$ cat src/rtl/mbist_response_comparator.sv
// mbist_response_comparator
//   Receive side of the MBIST engine. Samples the generator's port-A read
//   stream, delays address and expected data to line up with the RAM read
//   latency, compares against the RAM output and reports the outcome to the
//   BIST controller.
//
//   Optional feature: define MBIST_CMP_DIAG_EN to accumulate the OR of all
//   miscompare syndromes on cp_fail_bitmap. Otherwise cp_fail_bitmap is 0.
//
// Ports
//   cp_clk, cp_rst_n  clock, asynchronous active-low reset
//   cp_en             enable; low stops new launches, pipeline keeps draining
//   cp_clr            synchronous clear of results, pipeline and FSM
//   cp_cap            capture enable from generator
//   cp_check_ce       check enable from generator
//   cp_we             generator write enable (0 = read)
//   cp_addr, cp_exp   generator address and expected read data
//   cp_dout           RAM read data, RD_LAT cycles after the address
//   cp_ag_done        generator done level
//   cp_fail           sticky fail flag
//   cp_fail_pulse     one-cycle pulse per miscompare
//   cp_fail_addr      address of first miscompare
//   cp_fail_cnt       saturating miscompare count
//   cp_fail_bitmap    OR of miscompare syndromes (diagnostic build only)
//   cp_done, cp_pass  results final / no miscompare seen
module mbist_response_comparator #(
    parameter int unsigned ADDR_W = 10,
    parameter int unsigned DATA_W = 36,
    parameter int unsigned RD_LAT = 1,
    parameter int unsigned CNT_W  = 16
) (
    input  logic              cp_clk,
    input  logic              cp_rst_n,
    input  logic              cp_en,
    input  logic              cp_clr,
    input  logic              cp_cap,
    input  logic              cp_check_ce,
    input  logic              cp_we,
    input  logic [ADDR_W-1:0] cp_addr,
    input  logic [DATA_W-1:0] cp_exp,
    input  logic [DATA_W-1:0] cp_dout,
    input  logic              cp_ag_done,
    output logic              cp_fail,
    output logic              cp_fail_pulse,
    output logic [ADDR_W-1:0] cp_fail_addr,
    output logic [CNT_W-1:0]  cp_fail_cnt,
    output logic [DATA_W-1:0] cp_fail_bitmap,
    output logic              cp_done,
    output logic              cp_pass
);

    localparam int unsigned DRN_W = 3;

    typedef enum logic [2:0] {
        ST_IDLE,
        ST_ARMED,
        ST_CHECK,
        ST_DRAIN,
        ST_DONE
    } state_e;

    state_e             state_q, state_d;
    logic [DRN_W-1:0]   drn_q, drn_d;
    logic               fail_q, fail_d;
    logic               pulse_q, pulse_d;
    logic [ADDR_W-1:0]  fail_addr_q, fail_addr_d;
    logic [CNT_W-1:0]   cnt_q, cnt_d;
    logic               done_q, done_d;
    logic               pass_q, pass_d;

    logic [RD_LAT-1:0]  vld_q;
    logic [ADDR_W-1:0]  addr_q [RD_LAT];
    logic [DATA_W-1:0]  exp_q  [RD_LAT];

    logic               sample;
    logic [DATA_W-1:0]  syn;
    logic               miscmp;

    // Launch a compare only for enabled read cycles while the test is running.
    assign sample = cp_en & cp_cap & cp_check_ce & ~cp_we &
                    ((state_q == ST_ARMED) | (state_q == ST_CHECK));

    // Oldest pipeline stage meets the RAM data of the same read.
    assign syn    = cp_dout ^ exp_q[RD_LAT-1];
    assign miscmp = vld_q[RD_LAT-1] & (|syn);

    // Address/expected-data delay line; only the valid bits need reset.
    always_ff @(posedge cp_clk) begin
        addr_q[0] <= cp_addr;
        exp_q[0]  <= cp_exp;
        for (int i = RD_LAT - 1; i > 0; i--) begin
            addr_q[i] <= addr_q[i-1];
            exp_q[i]  <= exp_q[i-1];
        end
    end

    // Next-state and result update; clear overrides everything.
    always_comb begin
        state_d     = state_q;
        drn_d       = drn_q;
        fail_d      = fail_q;
        pulse_d     = 1'b0;
        fail_addr_d = fail_addr_q;
        cnt_d       = cnt_q;

        if (miscmp) begin
            fail_d  = 1'b1;
            pulse_d = 1'b1;
            if (!fail_q) begin
                fail_addr_d = addr_q[RD_LAT-1];
            end
            if (cnt_q != {CNT_W{1'b1}}) begin
                cnt_d = cnt_q + CNT_W'(1);
            end
        end

        // FSM is frozen while disabled; in-flight compares still complete.
        if (cp_en) begin
            unique case (state_q)
                ST_IDLE: begin
                    if (cp_cap) state_d = ST_ARMED;
                end
                ST_ARMED, ST_CHECK: begin
                    if (cp_ag_done) begin
                        state_d = ST_DRAIN;
                        drn_d   = '0;
                    end else if (sample) begin
                        state_d = ST_CHECK;
                    end
                end
                // RD_LAT+1 cycles covers the last launched read.
                ST_DRAIN: begin
                    if (drn_q == DRN_W'(RD_LAT)) state_d = ST_DONE;
                    else                         drn_d   = drn_q + DRN_W'(1);
                end
                ST_DONE: begin
                    state_d = ST_DONE;
                end
                default: begin
                    state_d = ST_IDLE;
                end
            endcase
        end

        done_d = (state_d == ST_DONE);
        pass_d = done_d & ~fail_d;

        if (cp_clr) begin
            state_d     = ST_IDLE;
            drn_d       = '0;
            fail_d      = 1'b0;
            pulse_d     = 1'b0;
            fail_addr_d = '0;
            cnt_d       = '0;
            done_d      = 1'b0;
            pass_d      = 1'b0;
        end
    end

    // State, results and pipeline valids.
    always_ff @(posedge cp_clk or negedge cp_rst_n) begin
        if (!cp_rst_n) begin
            state_q     <= ST_IDLE;
            drn_q       <= '0;
            fail_q      <= 1'b0;
            pulse_q     <= 1'b0;
            fail_addr_q <= '0;
            cnt_q       <= '0;
            done_q      <= 1'b0;
            pass_q      <= 1'b0;
            vld_q       <= '0;
        end else begin
            state_q     <= state_d;
            drn_q       <= drn_d;
            fail_q      <= fail_d;
            pulse_q     <= pulse_d;
            fail_addr_q <= fail_addr_d;
            cnt_q       <= cnt_d;
            done_q      <= done_d;
            pass_q      <= pass_d;
            vld_q[0]    <= sample & ~cp_clr;
            for (int i = RD_LAT - 1; i > 0; i--) begin
                vld_q[i] <= vld_q[i-1] & ~cp_clr;
            end
        end
    end

`ifdef MBIST_CMP_DIAG_EN
    logic [DATA_W-1:0] bmp_q, bmp_d;

    // Per-column accumulation of failing bits.
    always_comb begin
        bmp_d = bmp_q;
        if (miscmp) bmp_d = bmp_q | syn;
        if (cp_clr) bmp_d = '0;
    end

    always_ff @(posedge cp_clk or negedge cp_rst_n) begin
        if (!cp_rst_n) bmp_q <= '0;
        else           bmp_q <= bmp_d;
    end

    assign cp_fail_bitmap = bmp_q;
`else
    assign cp_fail_bitmap = '0;
`endif

    assign cp_fail       = fail_q;
    assign cp_fail_pulse = pulse_q;
    assign cp_fail_addr  = fail_addr_q;
    assign cp_fail_cnt   = cnt_q;
    assign cp_done       = done_q;
    assign cp_pass       = pass_q;

endmodule

$ cat config.mk
export PLATFORM = sky130hd
export DESIGN_NAME = mbist_response_comparator
export DESIGN_NICKNAME = d
export VERILOG_FILES = /design/src/rtl/mbist_response_comparator.sv
export SDC_FILE = /design/constraint.sdc
export NUM_CORES = 1
export LEC_CHECK = 0
export CORE_ASPECT_RATIO = 0.7
export CORE_MARGIN = 4
export CORE_UTILIZATION = 42
export DETAILED_ROUTE_END_ITERATION = 10
export MAX_ROUTING_LAYER = met4
export PLACE_DENSITY = 0.8
export SLEW_MARGIN = 0
export SYNTH_ARGS = -nofsm -noshare
export SYNTH_HDL_FRONTEND = slang
export SYNTH_SLANG_ARGS = --single-unit
$ cat constraint.sdc
create_clock -name cp_clk -period 2.6 [get_ports cp_clk]
set_input_delay 0.52 -clock cp_clk [delete_from_list [all_inputs] [get_ports cp_clk]]
set_output_delay 0.52 -clock cp_clk [all_outputs]
set_load 0.02 [all_outputs]
==> metrics.cfg, run 1 <==
[logic_synthesis]
yosysMostFrequentCell = dfxtp_1
synth_edf_count = 0
async_flop_share_pct = 44.6
synth_top_cell_by_area = dfrtp_1
ys_ff_latch = 83
synth_area_leaders = dfrtp_1, dfxtp_1, xor2_1
syn_inst = 336
synth_top_area_share_pct = 25.8
yosys-top-cells-count = dfxtp_1, dfrtp_1, xor2_1
synth_ff_type = dfxtp_1
syn_avg_cell_area_sq_um = 10.7
syn-cell-area_sq_um = 3590
synth_seq_area_share_pct = 51.4
yosysWarningCount = 0
synth_cell_types = 42

[detailed_routing]
via_per_inst = 4.79
firstDrtPassIters = 4
initialDrtViolationCount = 165
wirelength_um = 8020
remaining_drc_errors = 0
antenna_left = 0
wire_per_inst_um = 14.1
vias = 2718

[sta]
fin_crit_ns = 2.39
final-hold-violation-count = 0
timing.final.crit_share_pct = 91.9
setup_viol = 0
worstMarginPinSlew_ns = 1.02
relSlewSlack_pct = 31.7
skew_ns = 0.0102
rsz0062_at_grt = false
setup_ws_ns = 0.211
fmax_mhz = 419
slew_viol_final = 0

[place]
detailed_place_hpwl_um = 6230
placed_cells = 552
io_buffer_count = 119
place_congestion = 0.823
pre_cts_slack_ns = -0.253

[critical_path]
crit_type = flip-flop to flip-flop
crit_fanout = 8
worstPathRequired_ns = 2.85
reg2reg_from = cp_fail_cnt[0]
start_kind = flip-flop
timing.rr.end = cp_fail_cnt[15]
cp-startpoint = cp_fail_cnt[0]
critPathCaptureType = flip-flop
r2r_setup_slack_ns = 0.21
crit_arrival_ns = 2.64
worstRegToRegCells = 7
crit_end = cp_fail_cnt[15]

[layout]
layout-drive-gt1-share_pct = 6.87
area_growth_syn_to_layout_pct = 41.9
diodes = 0
layout.cells.non_filler = 567
fillers = 663
layout.nets = 555

[floorplanning]
std_cell_rows = 27
coreArea_sq_um = 8110
die-area_sq_um = 10100
initial_core_util_pct = 44.3
die_h_um = 85.4
io_pins = 156
die_w_um = 119

[global_routing]
grt-ovfl-total = 0
grt_pass1_wl_um = 12600
grt_use_total_pct = 16.3
grt_max_degree = 55
grt_pass1_vias = 2701
antenna_found_initial = 0

[run]
maxCapViolCount = 0

[clocking]
clock_path_buffers = 2
cts_buffers = 9
path_clk_slew_ns = 0.06
post_cts_buffers = 0
cts_tree = yes
ctsResizeCount = 0
cts_hold_buf = 0
cts_sinks = 83
root_buffer = clkbuf_16
worstSkewPairLatency_ns = 0.33
cts_htree_levels = 3

[power_and_ir_drop]
peakVddDrop_mv = 0.378
powerDensity_nw_per_um2 = 551
power_leakage_nw = 2.14

[worst_hold_path]
hp-class = input pin to asynchronous set/reset pin

[outcome]
status = finished, final reports clean

## layout make-up
class / count / area [sq um] / area share [%]
clock buffers: 14 / 275 / 5.40
clock inverters: 1 / 6.26 / 0.123
inverters: 5 / 18.8 / 0.368
multi-input cells: 234 / 1550 / 30.4
flip-flops and latches: 83 / 1850 / 36.2
well taps: 101 / 126 / 2.48
repair buffers: 129 / 1270 / 25.0
## sequential cells by signal, indices dropped and copies added, names as in the netlist
register / cells
exp_q: 36
cp_fail_cnt: 16
addr_q: 10
cp_fail_addr: 10
drn_q: 3
state_q: 3
cp_done: 1
cp_fail: 1
cp_fail_pulse: 1
cp_pass: 1
vld_q: 1
## through the flow
step | hold WS [ns] | total power [mW] | setup TNS [ns] | instance area [sq um] | utilization [%]
2_1_floorplan | 0.224 | 1.52 | 0 | 3730 | -
3_3_place_gp | 0.437 | 1.64 | -1.59 | 4810 | 59.3
3_5_place_dp | 0.451 | 1.65 | -3.18 | 4810 | 59.3
4_1_cts | 0.295 | 2.85 | 0 | 5090 | 62.8
5_1_grt | 0.341 | 2.94 | 0 | 5100 | 62.9
6_report | 0.280 | 2.81 | 0 | 5100 | 62.9
## metal layers
layer	global-route usage, %	share of wire, %	vias up
met4	4.52	0.52	0
met5	-	0	-
met3	7.93	10	2
met1	18.8	42	1273
met2	25.6	48	122
li1	-	-	1321
## worst min-delay path by stage
stage	start	to	slack, ns	depth (start not counted)
floorplan	cp_rst_n	cp_done	0.22	0
global placement	addr_q[0][9]	cp_fail_addr[9]	0.44	2
detailed placement	addr_q[0][9]	cp_fail_addr[9]	0.45	2
CTS	cp_rst_n	cp_fail_addr[3]	0.29	1
global route	cp_rst_n	cp_fail_cnt[4]	0.34	1
finish	cp_rst_n	cp_fail_cnt[7]	0.28	1
## worst max-delay path, cell delays in order, from the launching register on
cell,delay [ns]
dfrtp_1,0.46
ha_1,0.26
and4_4,0.21
nor2b_2,0.16
and4_4,0.18
or4_4,0.46
or4_1,0.41
a21oi_1,0.17
## report_power, final
group | internal, mW | total, mW | switching (mW)
Combinational | 0.160 | 0.286 | 0.126
Clock | 0.727 | 1.18 | 0.457
Sequential | 1.32 | 1.34 | 0.0197
Total | 2.21 | 2.81 | 0.602
## placed cells by master, fill, tap and decap left out, drive strengths merged, types with 9 or more instances in the layout
cell and instances:
a21oi 11, conb 36, mux2 9, nand2b 24
xor2 37, dfxtp 46, clkdlybuf4s50 118, nor2b 9
dfrtp 37, nand2 9, nor4 11, nor2 18
buf 11, mux2i 12, clkbuf 14, nor3 9
## logic make-up after synthesis
kind of cell,after synthesis,synth area share (%)
and+or+nand+nor,110,18.2
AOI/OAI and AO/OA,27,4.56
adders and majority gates,3,1.04
xor gates and xnor gates,37,9.01
other,1,0.104
buffers and inverters,54,9.54
muxes,21,6.16
DFF,83,51.4
No activity file was read; power rests on OpenSTA's default activity.
==> run 2: changes to the inputs <==
Settings changed: ABC_AREA set to 1, CORE_UTILIZATION 42 to 43.
Clock period 2.6 ns to 2.7 ns, I/O delays scaled along.
==> run 2 against run 1 <==
  * Routed wire length increased by 12%
  * Power increased by 6.4%
  * Clock-buffer cell count decreased by 3
  * Worst setup slack improved by 0.41 ns
  * Area after synthesis increased by 6.2%
  * Sequential share of layout area decreased by 1.6 points
  * Critical endpoint is now cp_fail
  * First-iteration DRC count decreased by 3.0%
  * Global-route usage increased by 1.1 points
  * Largest power group is now clock
  * Via count increased by 18%
  * Synthesized cell count increased by 42%
  * Final area increased by 4.7%
  * Register-to-register slack improved by 0.62 ns
==> metrics.cfg, run 2 <==
[power_and_ir_drop]
p_int_mw = 2.33  ; +5.6%
peakVddDrop_mv = 0.353  ; -6.8%
clkPwrFrac_pct = 44.7  ; +2.6 points
p_sw_mw = 0.658  ; +9.2%
combPwrFrac_pct = 11.6  ; +1.4 points
powerDensity_nw_per_um2 = 560  ; +1.6%
power.total_mw = 2.99  ; +6.4%
power_leakage_nw = 2.55  ; +19%
p_sw_share_pct = 22.0  ; +0.56 points
pwr-share-seq_pct = 43.7  ; -4.0 points

[layout]
top_register = exp_q
largest_reg_flops = 36  ; unchanged
layout.nets = 693  ; +25%
fillers = 701  ; +5.7%
ff_latch_area_sq_um = 1850  ; unchanged
layout_commonest_cell = nand2_1
multi_input_area_sq_um = 1560  ; +0.16%
layout-drive-gt1-share_pct = 4.63  ; -2.2 points
area_growth_syn_to_layout_pct = 39.8
final_util_pct = 62.4  ; -0.46 points
diodes = 0  ; unchanged
final_cell_mix = nand2_1, clkdlybuf4s50_1, inv_1, nor2_1, dfxtp_1

[global_routing]
grt_pass1_vias = 3062  ; +13%
grt_util_met3_pct = 3.33  ; -4.6 points
grt_max_degree = 38  ; -31%
grt.busiest_layer = met2
grtUsageMet1_pct = 20.2  ; +1.4 points
antenna_found_initial = 0  ; unchanged
grt_use_total_pct = 17.5  ; +1.1 points
met2_usage_pct = 31.1  ; +5.6 points
grt-ovfl-total = 0  ; unchanged
grt_pass1_wl_um = 14000  ; +11%

[sta]
fmax_mhz = 480
worstMarginPinSlew_ns = 0.790  ; -0.230 ns
skew_ns = 0.00846  ; -0.00176 ns
slew_viol_final = 0  ; unchanged
relSlewSlack_pct = 47.3  ; +16 points
final-hold-violation-count = 0  ; unchanged
timing.final.crit_share_pct = 77.2
fin_crit_ns = 2.08
setup_ws_ns = 0.616  ; +0.406 ns
rsz0062_at_grt = false
holdWs_ns = 0.293  ; +0.0125 ns
setup_viol = 0  ; unchanged
finalSetupTns_ns = 0  ; unchanged

[critical_path]
worstRegToRegCells = 10  ; +3
crit_arrival_ns = 1.54  ; -1.10 ns
cp_slowest_cell = clkdlybuf4s50_1
reg2reg_from = cp_fail_cnt[0]
critPathTopFamily = buffers and inverters
timing.rr.end = cp_fail_cnt[13]
crit_type = flip-flop to output pin
slowest_delay_ns = 0.68  ; +0.22 ns
crit_fanout = 10  ; +2
critPathCaptureType = output pin
r2r_setup_slack_ns = 0.83  ; +0.62 ns
worstPathRequired_ns = 2.16  ; -0.69 ns
path_cells = clkdlybuf4s50_1
start_kind = flip-flop
crit_buf_inv = 1  ; +1

[floorplanning]
die_w_um = 121  ; +1.7%
die-area_sq_um = 10500  ; +3.5%
initial_core_util_pct = 44.7  ; +0.34 points
std_cell_rows = 28  ; +3.7%
die_h_um = 86.8  ; +1.7%
io_pins = 156  ; unchanged
coreArea_sq_um = 8550  ; +5.4%

[logic_synthesis]
ys_ff_latch = 83  ; unchanged
syn-cell-area_sq_um = 3820  ; +6.2%
yosysWarningCount = 0  ; unchanged
synth_ff_type = dfxtp_1
synth_top_area_share_pct = 24.2  ; -1.5 points
synth_edf_count = 0  ; unchanged
synth_top_cell_by_area = dfrtp_1
synth_seq_area_share_pct = 48.4  ; -3.0 points
syn_avg_cell_area_sq_um = 8.02  ; -25%
synth_area_leaders = dfrtp_1, dfxtp_1, nand2_1
synth_cell_types = 32  ; -24%
yosys-top-cells-count = nand2_1, inv_1, nor2_1
yosysMostFrequentCell = nand2_1
async_flop_share_pct = 44.6  ; unchanged
syn_inst = 476  ; +42%

[clocking]
cts_buffers = 9  ; unchanged
root_buffer = clkbuf_16
post_cts_buffers = 0  ; unchanged
path_clk_slew_ns = 0.06  ; about the same
clock_path_buffers = 2  ; unchanged
cts_hold_buf = 0  ; unchanged
ctsResizeCount = 0  ; unchanged
worstSkewPairLatency_ns = 0.33  ; about the same
cts_sinks = 83  ; unchanged
cts_tree = yes
cts_htree_levels = 3  ; unchanged

[detailed_routing]
via_per_inst = 4.44  ; -7.4%
antenna_left = 0  ; unchanged
remaining_drc_errors = 0  ; unchanged
wire_per_inst_um = 12.4  ; -13%
firstDrtPassIters = 5  ; +1
initialDrtViolationCount = 160  ; -3.0%
wirelength_um = 8950  ; +12%
vias = 3217  ; +18%

[place]
place_congestion = 0.849  ; +3.2%
detailed_place_hpwl_um = 7130  ; +15%
pre_cts_slack_ns = 0.403  ; +0.657 ns
io_buffer_count = 119  ; unchanged

[outcome]
status = finished, final reports clean

[worst_hold_path]
hp-class = input pin to asynchronous set/reset pin

[run]
maxCapViolCount = 0  ; unchanged

[run 2: changes by cell type after synthesis, moves of 7 or more]
cell,previous run,this run
a21oi_1,11,4
inv_1,5,60
mux2_1,8,0
mux2i_1,12,1
nand2_1,9,125
nand2b_1,24,0
nand3_1,4,39
nor2_1,18,48
nor2b_1,8,0
nor4_1,11,3
xnor2_1,0,26
xor2_1,37,10
[run 2: per-layer routing]
layer,wire (um),part of all wire (%),vias up
met2,4590,51,103
li1,-,-,1630
met1,3770,42,1473
met3,483,5.4,11
met5,0,0,-
met4,107,1.2,0
[run 2: power groups by stage]
| stage | Combinational [mW] | Clock [mW] | Sequential, mW |
|---|---|---|---|
| floorplan | 0.196 | 0 | 1.34 |
| CTS | 0.349 | 1.37 | 1.31 |
| finish | 0.348 | 1.34 | 1.31 |
| global placement | 0.338 | 0 | 1.33 |
| detailed placement | 0.348 | 0 | 1.33 |
| global route | 0.383 | 1.41 | 1.31 |
[run 2: worst max path at each step]
stage / from / endpoint / cells after the start
after CTS: cp_fail / cp_fail / 1
after global routing: cp_dout[25] / cp_fail_cnt[10] / 11
after global placement: cp_dout[14] / cp_fail_cnt[5] / 12
final: cp_fail / cp_fail / 1
after detailed placement: cp_dout[10] / cp_fail_cnt[13] / 11
after floorplan: cp_fail_cnt[0] / cp_fail_cnt[5] / 11
[run 2: logic make-up (layout without fill, tap and decap cells)]
kind of cell	after synthesis	after routing	share of synthesized area, %
compound gates	11	11	1.54
mux	1	1	0.262
simple gates	235	235	26.1
fa+ha+maj	3	3	0.983
xor+xnor	36	36	8.26
other cells	1	36	0.0982
flops	83	83	48.4
buf+inv	106	200	14.4
[run 2: cell type report]
type | count | share of cell area, %
multi-input combinational | 322 | 29.1
sequential | 83 | 34.6
timing repair buffer | 124 | 22.9
inverter | 60 | 4.22
tap | 120 | 2.81
clock inverter | 5 | 1.55
clock buffer | 11 | 4.76
[run 2: through the flow]
stage | instance area (sq um) | instances
2_1_floorplan | 3950 | 511
3_3_place_gp | 5000 | 709
3_5_place_dp | 5000 | 709
4_1_cts | 5340 | 725
5_1_grt | 5340 | 725
6_report | 5340 | 725
==> run 3: changes to the inputs <==
Settings changed: CORE_UTILIZATION 43 to 39, PLACE_DENSITY 0.8 to 0.77.
Clock period 2.7 ns to 1.8 ns, I/O delays scaled along.
==> run 3 against run 2 <==
  * Global-route usage down 0.89 points
  * Sequential share of layout area down 1.4 points
  * Hold slack worse by 0.24 ns
  * Flip-flop and latch count unchanged
  * Cell count up 2.5%
  * Critical path type unchanged
  * Largest cell class unchanged
  * Largest power group is now sequential cells
==> metrics.cfg, run 3 (same netlist as run 2, synthesis figures left out) <==
[outcome]
status = finished, final reports clean

[detailed_routing]
vias = 3298  ; +2.5%
antenna_left = 0  ; unchanged
via_per_inst = 4.44  ; about the same
wire_per_inst_um = 12.7  ; +3.1%
firstDrtPassIters = 4  ; -1
initialDrtViolationCount = 207  ; +29%
remaining_drc_errors = 0  ; unchanged
wirelength_um = 9460  ; +5.7%

[sta]
fin_crit_ns = 1.75
setup_viol = 0  ; unchanged
setup_ws_ns = 0.0545  ; -0.562 ns
fmax_mhz = 573
timing.final.crit_share_pct = 97.0
skew_ns = 0.00717  ; -0.00129 ns
final-hold-violation-count = 0  ; unchanged
rsz0062_at_grt = true
slew_viol_final = 0  ; unchanged

[critical_path]
critPathTopFamily = buffers and inverters
critPathCaptureType = output pin
crit_type = flip-flop to output pin
worstRegToRegCells = 10  ; unchanged
crit_fanout = 2  ; -8
slowest_delay_ns = 0.64  ; -0.04 ns
reg2reg_from = cp_fail_cnt[1]
timing.rr.end = cp_fail_cnt[1]
r2r_setup_slack_ns = 0.06  ; -0.77 ns
crit_buf_inv = 1  ; unchanged
start_kind = flip-flop
cp_slowest_cell = clkdlybuf4s50_1
worstPathRequired_ns = 1.44  ; -0.72 ns
crit_cells = 1  ; unchanged
crit_arrival_ns = 1.39  ; -0.15 ns
path_cells = clkdlybuf4s50_1

[global_routing]
grt_use_total_pct = 16.6  ; -0.89 points
grt-ovfl-total = 0  ; unchanged
antenna_found_initial = 0  ; unchanged
grt_pass1_wl_um = 14700  ; +5.1%
grt_pass1_vias = 3129  ; +2.2%
grt_max_degree = 38  ; unchanged

[clocking]
root_buffer = clkbuf_16
cts_htree_levels = 3  ; unchanged
worstSkewPairLatency_ns = 0.34  ; about the same
cts_tree = yes
path_clk_slew_ns = 0.06  ; about the same
clock_path_buffers = 2  ; unchanged
cts_sinks = 83  ; unchanged
cts_buffers = 9  ; unchanged

[layout]
layout.cells.non_filler = 743  ; +2.5%
largest_reg_flops = 36  ; unchanged
layout-drive-gt1-share_pct = 10.2  ; +5.5 points
top_register = exp_q
final_cell_mix = nand2_1, clkdlybuf4s50_1, inv_1, dfxtp_1, nor2_1
finalInstanceArea_sq_um = 5560  ; +4.1%
layout.nets = 707  ; +2.0%
final_util_pct = 59.8  ; -2.6 points
diodes = 0  ; unchanged
area_growth_syn_to_layout_pct = 45.5
layout_commonest_cell = nand2_1
fillers = 816  ; +16%

[place]
place_congestion = 0.932  ; +9.8%
placed_cells = 724  ; +2.1%
io_buffer_count = 119  ; unchanged
detailed_place_hpwl_um = 7190  ; +0.77%
pre_cts_slack_ns = -0.317  ; -0.721 ns
postPlaceCellArea_sq_um = 5100  ; +2.0%

[floorplanning]
io_pins = 156  ; unchanged
initial_core_util_pct = 41.1  ; -3.6 points
die-area_sq_um = 11500  ; +9.4%
die_w_um = 126  ; +4.7%
die_h_um = 90.8  ; +4.5%
std_cell_rows = 29  ; +3.6%
coreArea_sq_um = 9290  ; +8.7%

[run]
maxCapViolCount = 0  ; unchanged

[power_and_ir_drop]
powerDensity_nw_per_um2 = 771  ; +38%
peakVddDrop_mv = 0.488  ; +38%
power_leakage_nw = 2.85  ; +12%

[worst_hold_path]
hp-class = input pin to asynchronous set/reset pin

[run 3: power breakdown]
group / internal, mW / total [mW] / switching, mW
combinational: 0.289 / 0.551 / 0.263
sequential: 1.92 / 1.96 / 0.0367
clock: 1.02 / 1.77 / 0.750
[run 3: layer usage]
metal	track usage, %	share of wire (%)	up-vias
li1	-	-	1656
met1	20.8	44	1498
met2	25.3	48	126
met3	4.79	6.1	18
met4	6.43	1.9	0
met5	-	0	-
[run 3: cell type report]
| type | instances | area, sq um | area share [%] |
|---|---|---|---|
| Sequential cell | 83 | 1850 | 33.2 |
| Multi-Input combinational cell | 323 | 1660 | 29.8 |
| Clock inverter | 6 | 43.8 | 0.788 |
| Timing Repair Buffer | 137 | 1380 | 24.8 |
| Inverter | 60 | 225 | 4.05 |
| Clock buffer | 10 | 250 | 4.50 |
| Tap cell | 124 | 155 | 2.79 |
[run 3: worst max-delay path by stage]
stage | start | endpoint | slack [ns]
2_1_floorplan | cp_fail_cnt[0] | cp_fail_cnt[5] | 0.01
3_3_place_gp | cp_dout[31] | cp_fail_addr[1] | -0.27
3_5_place_dp | cp_dout[12] | cp_fail_addr[9] | -0.32
4_1_cts | cp_fail_cnt[14] | cp_fail_cnt[14] | 0.0003
5_1_grt | cp_dout[4] | cp_fail_cnt[14] | -0.05
6_report | cp_fail | cp_fail | 0.05
[run 3: per-stage QoR]
step	TNS [ns]	hold WS [ns]	power, mW
floorplan	0	0.0644	2.30
global placement	-6.87	0.434	2.52
detailed placement	-7.95	0.437	2.54
CTS	0	0.0649	4.33
global route	-0.393	0.0920	4.49
finish	0	0.0513	4.28
[run 3: what timing repair did]
item                                    CTS  global route
cloned                                    0             2
endpoints found under the setup margin    5            36
pin swaps                                 0            32
hold buffers                              0             0
gates resized for setup                   5            44
buffers inserted                          0             2
